File: src/rtl/core_sim_pkg.sv
// core_sim_pkg: types shared by the bring-up controller and its IRQ channels.
//   state_t  - controller FSM states (HOLD, RUN, DONE)
//   status_t - end-of-run codes reported on sim_status
package core_sim_pkg;

    typedef enum logic [1:0] {
        S_HOLD = 2'd0,
        S_RUN  = 2'd1,
        S_DONE = 2'd2
    } state_t;

    typedef enum logic [1:0] {
        ST_RUN = 2'b00,
        ST_WFI = 2'b01,
        ST_ERR = 2'b10,
        ST_TMO = 2'b11
    } status_t;

endpackage

File: src/rtl/core_sim_irq_ch.sv
// core_sim_irq_ch: one scheduled external interrupt channel.
// Fires once per run when cycle_cnt matches start. Pulse mode holds the line
// for `width` cycles; level mode holds it until ack is sampled high.
// Ports:
//   clk, rst   - clock, async active-high reset
//   run        - controller is in RUN
//   end_now    - an end condition is being taken this cycle
//   cycle_cnt  - run cycle counter
//   start      - fire cycle
//   width      - pulse width (0 disables the channel)
//   ack        - level-mode acknowledge
//   irq        - registered interrupt line
module core_sim_irq_ch #(
    parameter int CNT_W     = 16,
    parameter int WID_W     = 8,
    parameter bit IRQ_LEVEL = 1'b0
) (
    input  logic             clk,
    input  logic             rst,
    input  logic             run,
    input  logic             end_now,
    input  logic [CNT_W-1:0] cycle_cnt,
    input  logic [CNT_W-1:0] start,
    input  logic [WID_W-1:0] width,
    input  logic             ack,
    output logic             irq
);

    logic             fired;
    logic [WID_W-1:0] remain;
    logic             fire;

    assign fire = run && !fired && (width != '0) && (cycle_cnt == start);

    // NOTE: all state here is sequential, so every assignment is non-blocking;
    // blocking assignments would make the result depend on evaluation order.
    always_ff @(posedge clk or posedge rst) begin
        if (rst) begin
            fired  <= 1'b0;
            remain <= '0;
            irq    <= 1'b0;
        end else begin
            // The fired flag is never cleared outside reset, so a wrap of
            // cycle_cnt cannot re-trigger the channel.
            if (fire)
                fired <= 1'b1;

            // Ending the run wins over a fire in the same cycle.
            if (!run || end_now) begin
                irq <= 1'b0;
            end else if (fire) begin
                irq    <= 1'b1;
                remain <= width;
            end else if (irq) begin
                if (IRQ_LEVEL) begin
                    if (ack)
                        irq <= 1'b0;
                end else if (remain == WID_W'(1)) begin
                    irq <= 1'b0;
                end else begin
                    remain <= remain - 1'b1;
                end
            end
        end
    end

endmodule

File: src/rtl/core_sim_ctrl.sv
// core_sim_ctrl: simulation / bring-up controller for core_top.
// Holds the core in reset for RST_CYCLES after rst, then runs, schedules
// N_IRQ interrupt events, and ends the run on error, WFI streak or timeout
// with a sticky status.
// Ports:
//   clk, rst          - clock, async active-high reset
//   irq_start         - per-channel fire cycle, slice [i*CNT_W +: CNT_W]
//   irq_width         - per-channel pulse width, slice [i*WID_W +: WID_W]
//   irq_ack           - per-channel level-mode acknowledge
//   core_wfi          - core waiting for interrupt
//   core_unexcp_err   - core unexpected error
//   core_rst_n        - registered active-low core reset
//   pc_init_use       - PC_INIT_USE once reset is released
//   ext_irq           - registered interrupt lines
//   cycle_cnt         - run cycles elapsed
//   sim_done          - sticky end-of-run
//   sim_status        - 00 running, 01 WFI, 10 error, 11 timeout
module core_sim_ctrl
    import core_sim_pkg::*;
#(
    parameter int N_IRQ       = 1,
    parameter int CNT_W       = 16,
    parameter int WID_W       = 8,
    parameter int RST_CYCLES  = 8,
    parameter int WFI_CYCLES  = 4,
    parameter int TIMEOUT     = 100,
    parameter bit IRQ_LEVEL   = 1'b0,
    parameter bit PC_INIT_USE = 1'b0
) (
    input  logic                   clk,
    input  logic                   rst,
    input  logic [N_IRQ*CNT_W-1:0] irq_start,
    input  logic [N_IRQ*WID_W-1:0] irq_width,
    input  logic [N_IRQ-1:0]       irq_ack,
    input  logic                   core_wfi,
    input  logic                   core_unexcp_err,
    output logic                   core_rst_n,
    output logic                   pc_init_use,
    output logic [N_IRQ-1:0]       ext_irq,
    output logic [CNT_W-1:0]       cycle_cnt,
    output logic                   sim_done,
    output logic [1:0]             sim_status
);

    // Counters only need to reach N-1; keep at least one bit.
    localparam int HOLD_W = (RST_CYCLES > 1) ? $clog2(RST_CYCLES) : 1;
    localparam int WFI_W  = (WFI_CYCLES > 1) ? $clog2(WFI_CYCLES) : 1;

    state_t            state, state_nxt;
    status_t           end_code;
    logic [HOLD_W-1:0] hold_cnt;
    logic [WFI_W-1:0]  wfi_cnt;
    logic              run;
    logic              hold_done;
    logic              wfi_hit;
    logic              tmo_hit;
    logic              end_now;

    assign run       = (state == S_RUN);
    assign hold_done = (hold_cnt == HOLD_W'(RST_CYCLES - 1));
    // wfi_cnt counts previous consecutive high cycles; the current one completes the streak.
    assign wfi_hit   = core_wfi && (wfi_cnt == WFI_W'(WFI_CYCLES - 1));
    assign tmo_hit   = (cycle_cnt == CNT_W'(TIMEOUT - 1));
    assign end_now   = run && (core_unexcp_err || wfi_hit || tmo_hit);

    // NOTE: every combinational output gets a default before the branches,
    // otherwise an unassigned path infers a latch.
    always_comb begin
        end_code = ST_TMO;
        if (core_unexcp_err)
            end_code = ST_ERR;
        else if (wfi_hit)
            end_code = ST_WFI;
    end

    always_comb begin
        state_nxt = state;
        case (state)
            S_HOLD:  if (hold_done) state_nxt = S_RUN;
            S_RUN:   if (end_now)   state_nxt = S_DONE;
            S_DONE:  state_nxt = S_DONE;
            default: state_nxt = S_HOLD;
        endcase
    end

    always_ff @(posedge clk or posedge rst) begin
        if (rst)
            state <= S_HOLD;
        else
            state <= state_nxt;
    end

    always_ff @(posedge clk or posedge rst) begin
        if (rst) begin
            hold_cnt    <= '0;
            wfi_cnt     <= '0;
            cycle_cnt   <= '0;
            core_rst_n  <= 1'b0;
            pc_init_use <= 1'b0;
            sim_done    <= 1'b0;
            sim_status  <= ST_RUN;
        end else begin
            if (state == S_HOLD)
                hold_cnt <= hold_cnt + 1'b1;

            // Counts every RUN cycle, including the one that ends the run;
            // frozen from DONE onward.
            if (run)
                cycle_cnt <= cycle_cnt + 1'b1;

            wfi_cnt <= (run && core_wfi && !wfi_hit) ? wfi_cnt + 1'b1 : '0;

            // Registered off the next state so release lands exactly on the
            // RST_CYCLES-th edge.
            core_rst_n  <= (state_nxt != S_HOLD);
            pc_init_use <= (state_nxt != S_HOLD) ? PC_INIT_USE : 1'b0;

            if (end_now) begin
                sim_done   <= 1'b1;
                sim_status <= end_code;
            end
        end
    end

    for (genvar i = 0; i < N_IRQ; i++) begin : g_ch
        core_sim_irq_ch #(
            .CNT_W     (CNT_W),
            .WID_W     (WID_W),
            .IRQ_LEVEL (IRQ_LEVEL)
        ) u_ch (
            .clk       (clk),
            .rst       (rst),
            .run       (run),
            .end_now   (end_now),
            .cycle_cnt (cycle_cnt),
            .start     (irq_start[i*CNT_W +: CNT_W]),
            .width     (irq_width[i*WID_W +: WID_W]),
            .ack       (irq_ack[i]),
            .irq       (ext_irq[i])
        );
    end

endmodule

File: config.mk
export PLATFORM = sky130hd
export DESIGN_NAME = core_sim_ctrl
export DESIGN_NICKNAME = d
export VERILOG_FILES = /design/src/rtl/core_sim_pkg.sv /design/src/rtl/core_sim_irq_ch.sv /design/src/rtl/core_sim_ctrl.sv
export SDC_FILE = /design/constraint.sdc
export NUM_CORES = 1
export LEC_CHECK = 0
export BUFFER_PORTS_ARGS = -buffer_cell sky130_fd_sc_hd__buf_2
export CORE_ASPECT_RATIO = 1.75
export CORE_MARGIN = 8
export CORE_UTILIZATION = 35
export CTS_CLUSTER_DIAMETER = 120
export DETAILED_ROUTE_END_ITERATION = 16
export GPL_ROUTABILITY_DRIVEN = 0
export PLACE_DENSITY_LB_ADDON = 0.25
export RECOVER_POWER = 50
export SKIP_LAST_GASP = 1
export SLEW_MARGIN = 40
export SYNTH_ARGS = -nofsm -noshare
export SYNTH_HDL_FRONTEND = slang
export SYNTH_HIERARCHICAL = 1
export SYNTH_SLANG_ARGS = --single-unit
export TNS_END_PERCENT = 20
File: constraint.sdc
create_clock -name clk -period 3.7 [get_ports clk]
set_input_delay 0.185 -clock clk [delete_from_list [all_inputs] [get_ports clk]]
set_output_delay 0.185 -clock clk [all_outputs]
set_load 0.01 [all_outputs]
# Word level (Yosys, flattened, before mapping)
# Index checks and enable logic that the tools add are counted.
[op_classes]
n_addsub = 4
mul = 0
n_div = 0
magnitude_cmp = 0
n_eq_ne = 8
n_shift = 0
n_mux = 13
bitwise_logic = 1
n_reduce_logical = 18
[op_table]
columns = ["operator", "count"]
rows = [
  ["$mux 8", 3],
  ["$add 16x1->16 const B", 1],
  ["$eq 16x16->1", 1],
  ["$eq 16x7->1 const B", 1],
  ["$mux 2", 5],
  ["$eq 8x1->1 const B", 1],
  ["$reduce_bool 8->1", 1],
  ["$sub 8x1->8 const B", 1],
  ["$logic_and 1x1->1", 7],
  ["$pmux 2 s3", 1],
  ["$eq 2x2->1 const B", 2],
  ["$mux 1", 4],
  ["$reduce_bool 2->1", 2],
  ["$add 3x1->3 const B", 1],
  ["$eq 3x3->1 const B", 1],
  ["$logic_not 1->1", 3],
  ["$logic_or 1x1->1", 3],
  ["$reduce_and 3->1", 1],
  ["$add 2x1->2 const B", 1],
  ["$eq 2x1->1 const B", 1],
  ["$logic_not 2->1", 1],
  ["$ne 2x1->1 const B", 1],
  ["$not 1->1", 1],
]
[word_totals]
reg_bits = 37
latchBits = 0
ramBits = 0
mem_bits_ro = 0
in_bits = 29
memories = 0

# Longest topological paths before layout
# Gate-level depths: netlist of run 1.
[logic_depth]
word_depth = 8
depth_mapped = 11
mapped_depth_nobuf = 10

# By module
# Netlist of run 1, hierarchy kept.
[modules_own_cells]
columns = ["mod", "instances", "cells_each", "area_per_inst_um2"]
rows = [
  ["core_sim_ctrl", 1, 107, 1260.0],
  ["core_sim_irq_ch", 1, 98, 884.6],
]

# Worst setup path before layout of run 1
# Ideal clock, no wire load.
[synth_timing]
path_type = "register to register"
startpoint = "reg cycle_cnt[0]"
endpoint = "reg g_ch[0].u_ch.remain[5]"
setup_ns = 0.126
arrival_time_ns = 2.327
path_slack_ns = 1.247
path_stages_with_launch = 11
path_buffers = 1
path_cell_list = "dfrtp_1 ha_1 nor3b_1 and4_1 a211oi_2 nor2_1 nand2b_1 clkbuf_1 nor4b_2 and3_1 a211oi_2"
[synth_via]
elab_chain_len = 6
word_cells_on_any_way = 11
cone_classes = "eq/ne (3); mux (1); bitwise (1); reduce/logical (6)"
[synth_lines]
columns = ["element", "line_no", "source"]
rows = [
  ["from (decl)", "core_sim_ctrl.sv:40", "output logic [CNT_W-1:0] cycle_cnt,"],
  ["from (signal assigned)", "core_sim_ctrl.sv:109", "cycle_cnt <= cycle_cnt + 1'b1;"],
  ["$eq 16x7->1", "core_sim_ctrl.sv:63", "assign tmo_hit = (cycle_cnt == CNT_W'(TIMEOUT - 1));"],
  ["$logic_or 1x1->1", "core_sim_ctrl.sv:64", "assign end_now = run && (core_unexcp_err || wfi_hit || tmo_hit);"],
  ["$logic_and 1x1->1", "core_sim_ctrl.sv:64", ""],
  ["via end_now", "core_sim_ctrl.sv:57", "logic end_now;"],
  ["$logic_or 1x1->1", "core_sim_irq_ch.sv:49", "if (!run || end_now) begin"],
  ["$not 1->1 (no source line)", "n/a", ""],
  ["$reduce_and 3->1 (no source line)", "n/a", ""],
  ["to (signal assigned)", "core_sim_irq_ch.sv:53", "remain <= width;"],
  ["to (signal assigned)", "core_sim_irq_ch.sv:61", "remain <= remain - 1'b1;"],
  ["to (decl)", "core_sim_irq_ch.sv:30", "logic [WID_W-1:0] remain;"],
]
# The timed path passes the listed nets, and every way through them passes these cells.
# A chain may end at the register's enable or synchronous reset.

# Final worst setup path of run 1
[layout_timing]
startpoint = "reg cycle_cnt[0]"
endpoint = "reg g_ch[0].u_ch.remain[7]"
# The elaborated chain is that of the path after synthesis.

==> results of run 1 <==
area by class of cell:
class	count	area (um^2)	share of cell area, %
clock buffers	6	82.58	3.240
clock inverters	2	37.54	1.473
inverters	5	20.02	0.7855
multi-input cells	156	1144	44.87
flip-flops and latches	37	925.9	36.33
well taps	80	100.1	3.927
repair buffers	49	239.0	9.377
what timing repair did:
| action | in CTS | in global routing |
|---|---|---|
| endpoints found under the hold margin | 37 | 0 |
| hold buffers | 1 | 0 |
| setup buffers | 0 | 0 |
layer usage:
layer | wire (um) | vias up | global-route usage (%)
li1 | - | 823 | -
met1 | 2193 | 819 | 13.60
met2 | 2578 | 36 | 20.98
met3 | 308 | 7 | 4.177
met4 | 85 | 0 | 5.085
met5 | 0 | - | 0
logic make-up after synthesis:
family | count (synthesis) | share of synthesized area (%)
and+or+nand+nor | 88 | 25.26
DFF | 37 | 43.17
xor gates and xnor gates | 32 | 13.07
AOI/OAI and AO/OA | 25 | 9.335
buffers and inverters | 12 | 3.500
adders and majority gates | 6 | 3.500
muxes | 4 | 1.984
other | 1 | 0.1749
synthesized netlist by cell type, drive strengths merged (4+ instances only):
cell | count | area [um^2]
ha | 6 | 75.07
a211oi | 5 | 52.55
nand2 | 18 | 67.56
dfrtp | 37 | 925.9
nor2 | 12 | 45.04
and3 | 5 | 31.28
a21oi | 5 | 25.02
nand3 | 9 | 45.04
inv | 4 | 15.01
nor3 | 9 | 66.32
nor4 | 8 | 56.30
xor2 | 23 | 201.4
o21ai | 4 | 23.77
xnor2 | 9 | 78.83
buf | 6 | 51.30
placed cells by master, fill, tap and decap left out, types with 3 or more instances in the layout:
master    instances
nor2_1           12
nand2_1          18
ha_1              6
nand2b_1          3
and4_1            3
clkbuf_1          9
xor2_1           23
and3_1            5
nor4_1            7
inv_1             4
a21oi_1           5
buf_2            39
nor3_1            6
a211oi_2          3
xnor2_1           9
dfrtp_1          37
clkbuf_8          6
nand3_1           9
registers in the layout, indices dropped and copies added (netlist names), 2 cells and up:
name and cells:
sim_status 2, hold_cnt 3, cycle_cnt 16, state 2, wfi_cnt 2, g_ch.u_ch/remain 8
worst max-delay path, cell delays in order, from the launching register on:
cell and delay (ns):
dfrtp_1 0.44, ha_1 0.27, nor3b_1 0.14, and4_1 0.24
a211oi_2 0.34, nor2_1 0.10, nand2b_1 0.35, or3_1 0.58
o211a_1 0.25
final timing paths:
check                           startpoint                endpoint
max reg2reg                   cycle_cnt[0]  g_ch[0].u_ch/remain[7]
min reg2reg                     wfi_cnt[0]              wfi_cnt[0]
min in group asynchronous              rst  g_ch[0].u_ch/remain[0]
max in group asynchronous              rst           cycle_cnt[15]
max                           cycle_cnt[0]  g_ch[0].u_ch/remain[7]
min                        core_unexcp_err           sim_status[0]
metrics by stage:
step / std cells / area [um^2] / util [%] / power, mW
after floorplan: 205 / 2145 / - / 0.4295
after global placement: 326 / 2430 / 39.93 / 0.4528
after detailed placement: 326 / 2430 / 39.93 / 0.4528
after CTS: 335 / 2560 / 42.06 / 0.8291
after global routing: 335 / 2549 / 41.88 / 0.8502
final: 335 / 2549 / 41.88 / 0.8143
power by group:
part / leakage (nW) / switching (mW) / total [mW] / internal (mW)
Clock: 0.0574 / 0.151 / 0.370 / 0.219
Sequential: 0.499 / 0.000261 / 0.405 / 0.405
Combinational: 0.720 / 0.0223 / 0.0391 / 0.0167
==> impl_metrics.tcl, run 1 <==
set metrics [dict create \
    status "completed" \
    cellPowerDensity_mw_per_mm2 319.5 \
    overflow 0 \
    port_buffers 48 \
    slew_viol_final 0 \
    start_util_pct 35.24 \
    track_usage_pct 12.44 \
    rsz0062_at_grt "false" \
    fin_skew_ns 0.007334 \
    wl_per_cell_um 15.42 \
    drtPass1Iterations 4 \
    cts_inserted_buffers 5 \
    synth_cells 205 \
    arrival_ns 3.00 \
    rr_worst_depth 8 \
    root_buffer "clkbuf_8" \
    finalWorstSetupSlack_ns 0.8743 \
    worst_pin_slew_ns 1.040 \
    cts_sinks 37 \
    routed_wl_mm 5.165 \
    finalSetupViolations 0 \
    fin_crit_sh_pct 76.37 \
    clk_pin_slew_ns 0.08 \
    hold_path_class "in -> reg" \
    dieArea_mm2 0.008987 \
    synth_ff_type "dfrtp_1" \
    synth_cell_types 55 \
    syn_area_mm2 0.002145 \
    routed-via-count 1685 \
    die_y_um 119.6 \
    antenna_left 0 \
    first_global_vias 1843 \
    cts_buffer_depth 2 \
    syn-num-nets 240 \
    relSlewSlack_pct 30.59 \
    grt_start_max_net_pins 28 \
    fill_cells 670 \
    fmax_ghz 0.3539 \
    viasPerCell 5.030 \
    synth_seq_area_share_pct 43.17 \
    postSynth.asyncResetShare_pct 100.0 \
    yosysWarnings 6 \
    die_w_um 75.17 \
    p_leak_nw 1.277 \
    drt_iter0_drc 40 \
    grt_pass1_wl_mm 8.749 \
    worstSetupEndpointType "flip-flop" \
    cts_tree "done" \
    row_count 38 \
    grt_antenna_before_repair 0 \
    post-place-ws_ns 0.8501 \
    area_delta_synth_final_pct 18.84 \
    ff2ff_setup_slack_ns 0.87 \
    whs_ns 0.1186 \
    clk_latency_ns 0.29 \
    worstSetupPathType "reg -> reg" \
    drc 0 \
    ios 51 \
    dp_hpwl_mm 4.026 \
    worstSetupStartpointType "flip-flop" \
    h-tree-depth 2 \
    maxCapViolCount 0 \
    crit_fanout 11 \
    crit_required_ns 3.88 \
    design.core.area_mm2 0.006086 \
    synth-edff-count 0 \
    syn_avg_cell_area_um2 10.46 \
    nNetsFinal 289 \
    holdPathStages 2 \
    synth_seq_cells 37 \
    peakVddDrop_v 0.0001962 \
    final_hold_viol_count 0 \
    n_antenna_cell 0 \
    drive_above_1_share_pct 25.10 \
    totalNegativeSetupSlack_ns 0 \
    period_needed_ns 2.826 \
    ctsResizeCount 0 \
]
Power figures use the tool's default switching activity.
==> run 2: changes to the inputs <==
- clock period: 3.7 -> 2.6 ns (I/O delays scaled with it)
==> impl_metrics.tcl, run 2 (synthesis results as in run 1) <==
set metrics [dict create \
    largest_reg_flops 16 \
    reg.largest.list "cycle_cnt x16, g_ch.u_ch/remain x8, hold_cnt x3" \
    fmax_ghz 0.4114 \
    clk_latency_ns 0.29 \
    overflow 0 \
    switching_share_pct 21.27 \
    relSlewSlack_pct 53.01 \
    power_mw 1.159 \
    dieArea_mm2 0.008987 \
    cts_sinks 37 \
    port_buffers 48 \
    start_util_pct 35.24 \
    die_w_um 75.17 \
    dp_hpwl_mm 4.280 \
    first_global_vias 1867 \
    use_met3_pct 4.010 \
    nNetsFinal 306 \
    hold_buffers 1 \
    clk_pin_slew_ns 0.08 \
    worstSetupPathType "reg -> reg" \
    drtPass1Iterations 4 \
    viasPerCell 5.045 \
    final_cells 352 \
    peakVddDrop_v 0.0002304 \
    whs_ns 0.07373 \
    p_leak_nw 1.358 \
    worstSetupStartpointType "flip-flop" \
    track_usage_pct 12.83 \
    n_antenna_cell 0 \
    ios 51 \
    fin_crit_sh_pct 93.50 \
    design.core.area_mm2 0.006086 \
    finalSetupViolations 0 \
    crit_fanout 6 \
    row_count 38 \
    routed_wl_mm 5.344 \
    worst_pin_slew_ns 0.7006 \
    h-tree-depth 2 \
    final_hold_viol_count 0 \
    ff2ff_setup_slack_ns 0.17 \
    grt_start_max_net_pins 20 \
    crit_required_ns 2.78 \
    antenna_left 0 \
    combPwrFrac_pct 5.0 \
    slew_viol_final 0 \
    drive_above_1_share_pct 29.41 \
    switching_power_uw 246.6 \
    p_int_uw 912.8 \
    period_needed_ns 2.431 \
    worstSetupEndpointType "flip-flop" \
    hold_path_class "in -> reg" \
    grtUsageMet2_pct 21.20 \
    rsz0062_at_grt "false" \
    cellPowerDensity_mw_per_mm2 433.8 \
    grt_pass1_wl_mm 9.025 \
    routed-via-count 1776 \
    area_delta_synth_final_pct 24.62 \
    max_flop_register "cycle_cnt" \
    use_met1_pct 14.63 \
    root_buffer "clkbuf_8" \
    status "completed" \
    wl_per_cell_um 15.18 \
    drc 0 \
    cts_tree "done" \
    arrival_ns 2.61 \
    post_cts_buffers 0 \
    maxCapViolCount 0 \
    final_common_cell "buf_2" \
    totalNegativeSetupSlack_ns 0 \
    cts_inserted_buffers 5 \
    drt_iter0_drc 66 \
    mostFrequentLayoutCells "buf_2 (39), dfrtp_1 (37), xor2_1 (23)" \
    fin_skew_ns 0.006336 \
    ctsResizeCount 0 \
    clock_power_share_pct 45.3 \
    grt_antenna_before_repair 0 \
    post-place-cells 343 \
    die_y_um 119.6 \
    cts_buffer_depth 2 \
    seq_power_share_pct 49.7 \
    busiest_layer "met2" \
]
run 2: cell types whose count changed in the layout (fill, tap and decap cells not counted):
cell and change:
clkinv_1 +1, clkbuf_1 +1, inv_1 -1, buf_4 +16
run 2: final timing paths:
check / start / end / cells past startpoint
min: core_unexcp_err / sim_status[0] / 2
max: cycle_cnt[0] / g_ch[0].u_ch/remain[7] / 8
max in group asynchronous: rst / core_rst_n / 4
min in group asynchronous: rst / g_ch[0].u_ch/remain[1] / 3
max reg2reg: cycle_cnt[0] / g_ch[0].u_ch/remain[7] / 8
min reg2reg: wfi_cnt[0] / wfi_cnt[0] / 1
run 2: power groups by stage:
stage                     registers, mW  clock network [mW]  logic [mW]
after floorplan                   0.588                   0      0.0233
after global placement            0.587                   0      0.0594
after detailed placement          0.587                   0      0.0597
after CTS                         0.576               0.544      0.0610
after global routing              0.576               0.566      0.0660
final                             0.576               0.525      0.0579
run 2: area by class of cell:
| type | count | area [um^2] |
|---|---|---|
| sequential | 37 | 925.9 |
| tap | 80 | 100.1 |
| clock buffer | 6 | 82.58 |
| fill | 645 | 3413 |
| inverter | 5 | 20.02 |
| clock inverter | 2 | 37.54 |
| timing repair buffer | 66 | 362.8 |
| multi-input combinational | 156 | 1144 |
run 2: layer usage:
metal  part of all wire (%)  routed length, um  up-vias
met2                     51               2725       47
met5                      0                  0        -
li1                       -                  -      861
met3                    6.6                354        9
met4                    2.0                106        0
met1                     40               2157      859
run 2: metrics by stage:
step | utilization (%) | cell area, um^2 | worst slack (ns)
floorplan | - | 2145 | 0.1472
finish | 43.91 | 2673 | 0.1690
CTS | 44.16 | 2688 | 0.1585
global placement | 42.02 | 2557 | 0.2414
global route | 43.91 | 2673 | 0.01407
detailed placement | 42.02 | 2557 | 0.1914
run 2: critical path, stage by stage (launching register included):
cell and delay (ns):
dfrtp_1 0.39, ha_1 0.24, nor3b_1 0.14, and4_1 0.22
a211oi_2 0.24, nor2_1 0.08, nand2b_1 0.23, or3_1 0.53
o211a_1 0.25
==> run 3: changes to the inputs <==
- CTS_CLUSTER_DIAMETER: 120 -> unset
- PLACE_DENSITY_LB_ADDON: 0.25 -> 0.1
==> impl_metrics.tcl, run 3 (synthesis results as in run 1) <==
set metrics [dict create \
    largest_reg_flops 16 \
    nNetsFinal 307 \
    post-place-cells 344 \
    hold_start "core_unexcp_err" \
    period_needed_ns 2.441 \
    dieArea_mm2 0.008987 \
    fin_skew_ns 0.002964 \
    cellPowerDensity_mw_per_mm2 391.7 \
    first_global_vias 1838 \
    routed_wl_mm 5.539 \
    fmax_ghz 0.4096 \
    design.core.area_mm2 0.006086 \
    rr_startpoint "cycle_cnt[0]" \
    final_hold_viol_count 0 \
    ff2ff_setup_slack_ns 0.16 \
    worstSetupPathType "reg -> reg" \
    crit_required_ns 2.78 \
    hold_path_class "in -> reg" \
    cp-startpoint "cycle_cnt[0]" \
    wl_per_cell_um 15.74 \
    port_buffers 48 \
    h-tree-depth 2 \
    row_count 38 \
    arrival_ns 2.62 \
    drtPass1Iterations 4 \
    reg.largest.list "cycle_cnt x16, g_ch.u_ch/remain x8, hold_cnt x3" \
    cts_sinks 37 \
    whs_endpoint "sim_status[0]" \
    start_util_pct 35.24 \
    status "completed" \
    final_common_cell "buf_2" \
    relSlewSlack_pct 1.781 \
    finalSetupViolations 0 \
    crit_fanout 6 \
    cts_tree "done" \
    fin_crit_sh_pct 93.90 \
    max_flop_register "cycle_cnt" \
    die_y_um 119.6 \
    worstSetupStartpointType "flip-flop" \
    rr_worst_depth 8 \
    peakVddDrop_v 0.0002058 \
    grt_start_max_net_pins 28 \
    dp_hpwl_mm 4.448 \
    slew_viol_final 0 \
    n_antenna_cell 0 \
    overflow 0 \
    worst_pin_slew_ns 1.473 \
    antenna_left 0 \
    die_w_um 75.17 \
    viasPerCell 4.909 \
    ios 51 \
    worstSetupEndpointType "flip-flop" \
    drc 0 \
    clk_pin_slew_ns 0.07 \
    routed-via-count 1728 \
    area_delta_synth_final_pct 23.75 \
    track_usage_pct 13.18 \
    grt_pass1_wl_mm 9.025 \
    drive_above_1_share_pct 29.41 \
    timing.rr.end "g_ch[0].u_ch/remain[7]" \
    totalNegativeSetupSlack_ns 0 \
    mostFrequentLayoutCells "buf_2 (41), dfrtp_1 (37), xor2_1 (23)" \
    fill_cells 647 \
    grt_antenna_before_repair 0 \
    cts_buffer_depth 2 \
    holdPathStages 2 \
    rsz0062_at_grt "true" \
    maxCapViolCount 0 \
    power_mw 1.039 \
    cts_inserted_buffers 5 \
    p_leak_nw 1.359 \
    drt_iter0_drc 35 \
    final_cells 352 \
    root_buffer "clkbuf_8" \
    clk_latency_ns 0.28 \
]
## run 3: layout make-up
class / instances / area (um^2) / share of cell area [%]
well taps: 80 / 100.1 / 3.772
multi-input cells: 156 / 1152 / 43.42
flip-flops and latches: 37 / 925.9 / 34.89
repair buffers: 67 / 369.1 / 13.91
inverters: 5 / 20.02 / 0.7544
clock buffers: 7 / 86.33 / 3.253
## run 3: how the worst max path moves through the flow
stage / end / slack [ns] / cells after the start
final: g_ch[0].u_ch/remain[7] / 0.16 / 8
after global routing: g_ch[0].u_ch/remain[0] / -0.03 / 9
after CTS: g_ch[0].u_ch/remain[7] / 0.15 / 8
after detailed placement: g_ch[0].u_ch/remain[7] / 0.17 / 8
after global placement: g_ch[0].u_ch/remain[7] / 0.21 / 8
after floorplan: g_ch[0].u_ch/remain[5] / 0.15 / 10
## run 3: worst max-delay path, stage by stage, from the launching register on
cell	delay, ns
dfrtp_1	0.39
ha_1	0.24
nor3b_1	0.14
and4_1	0.22
a211oi_2	0.24
nor2_1	0.08
nand2b_1	0.25
or3_1	0.54
o211a_1	0.25
## run 3: per-stage QoR
step                      instance area [um^2]  setup slack, ns  utilization (%)  hold slack, ns
after floorplan                           2145           0.1472                -        -0.02982
after global placement                    2565           0.2150            42.15          0.1599
after detailed placement                  2565           0.1710            42.15          0.1641
after CTS                                 2661           0.1548            43.73         0.07294
after global routing                      2654         -0.02992            43.61         0.07861
final                                     2654           0.1586            43.61         0.07657
## run 3: repair_timing
item                                    4_1_cts  5_1_grt
setup buffers                                 0        0
endpoints found under the setup margin        0        2
gates resized for setup                       0        1
hold endpoints to repair                     37        0
hold buffers                                  1        0
## run 3: power by group
part | switching (mW) | internal, mW
clock | 0.194 | 0.210
combinational | 0.0329 | 0.0251
sequential | 0.000509 | 0.576
total | 0.228 | 0.812
## run 3: metal layers
metal  share of wire (%)  track usage (%)  vias up
met2                  54            23.48       39
li1                    -                -      864
met5                   0                0        -
met4                 1.4            4.358        0
met1                  40            14.52      819
met3                 4.2            3.008        6
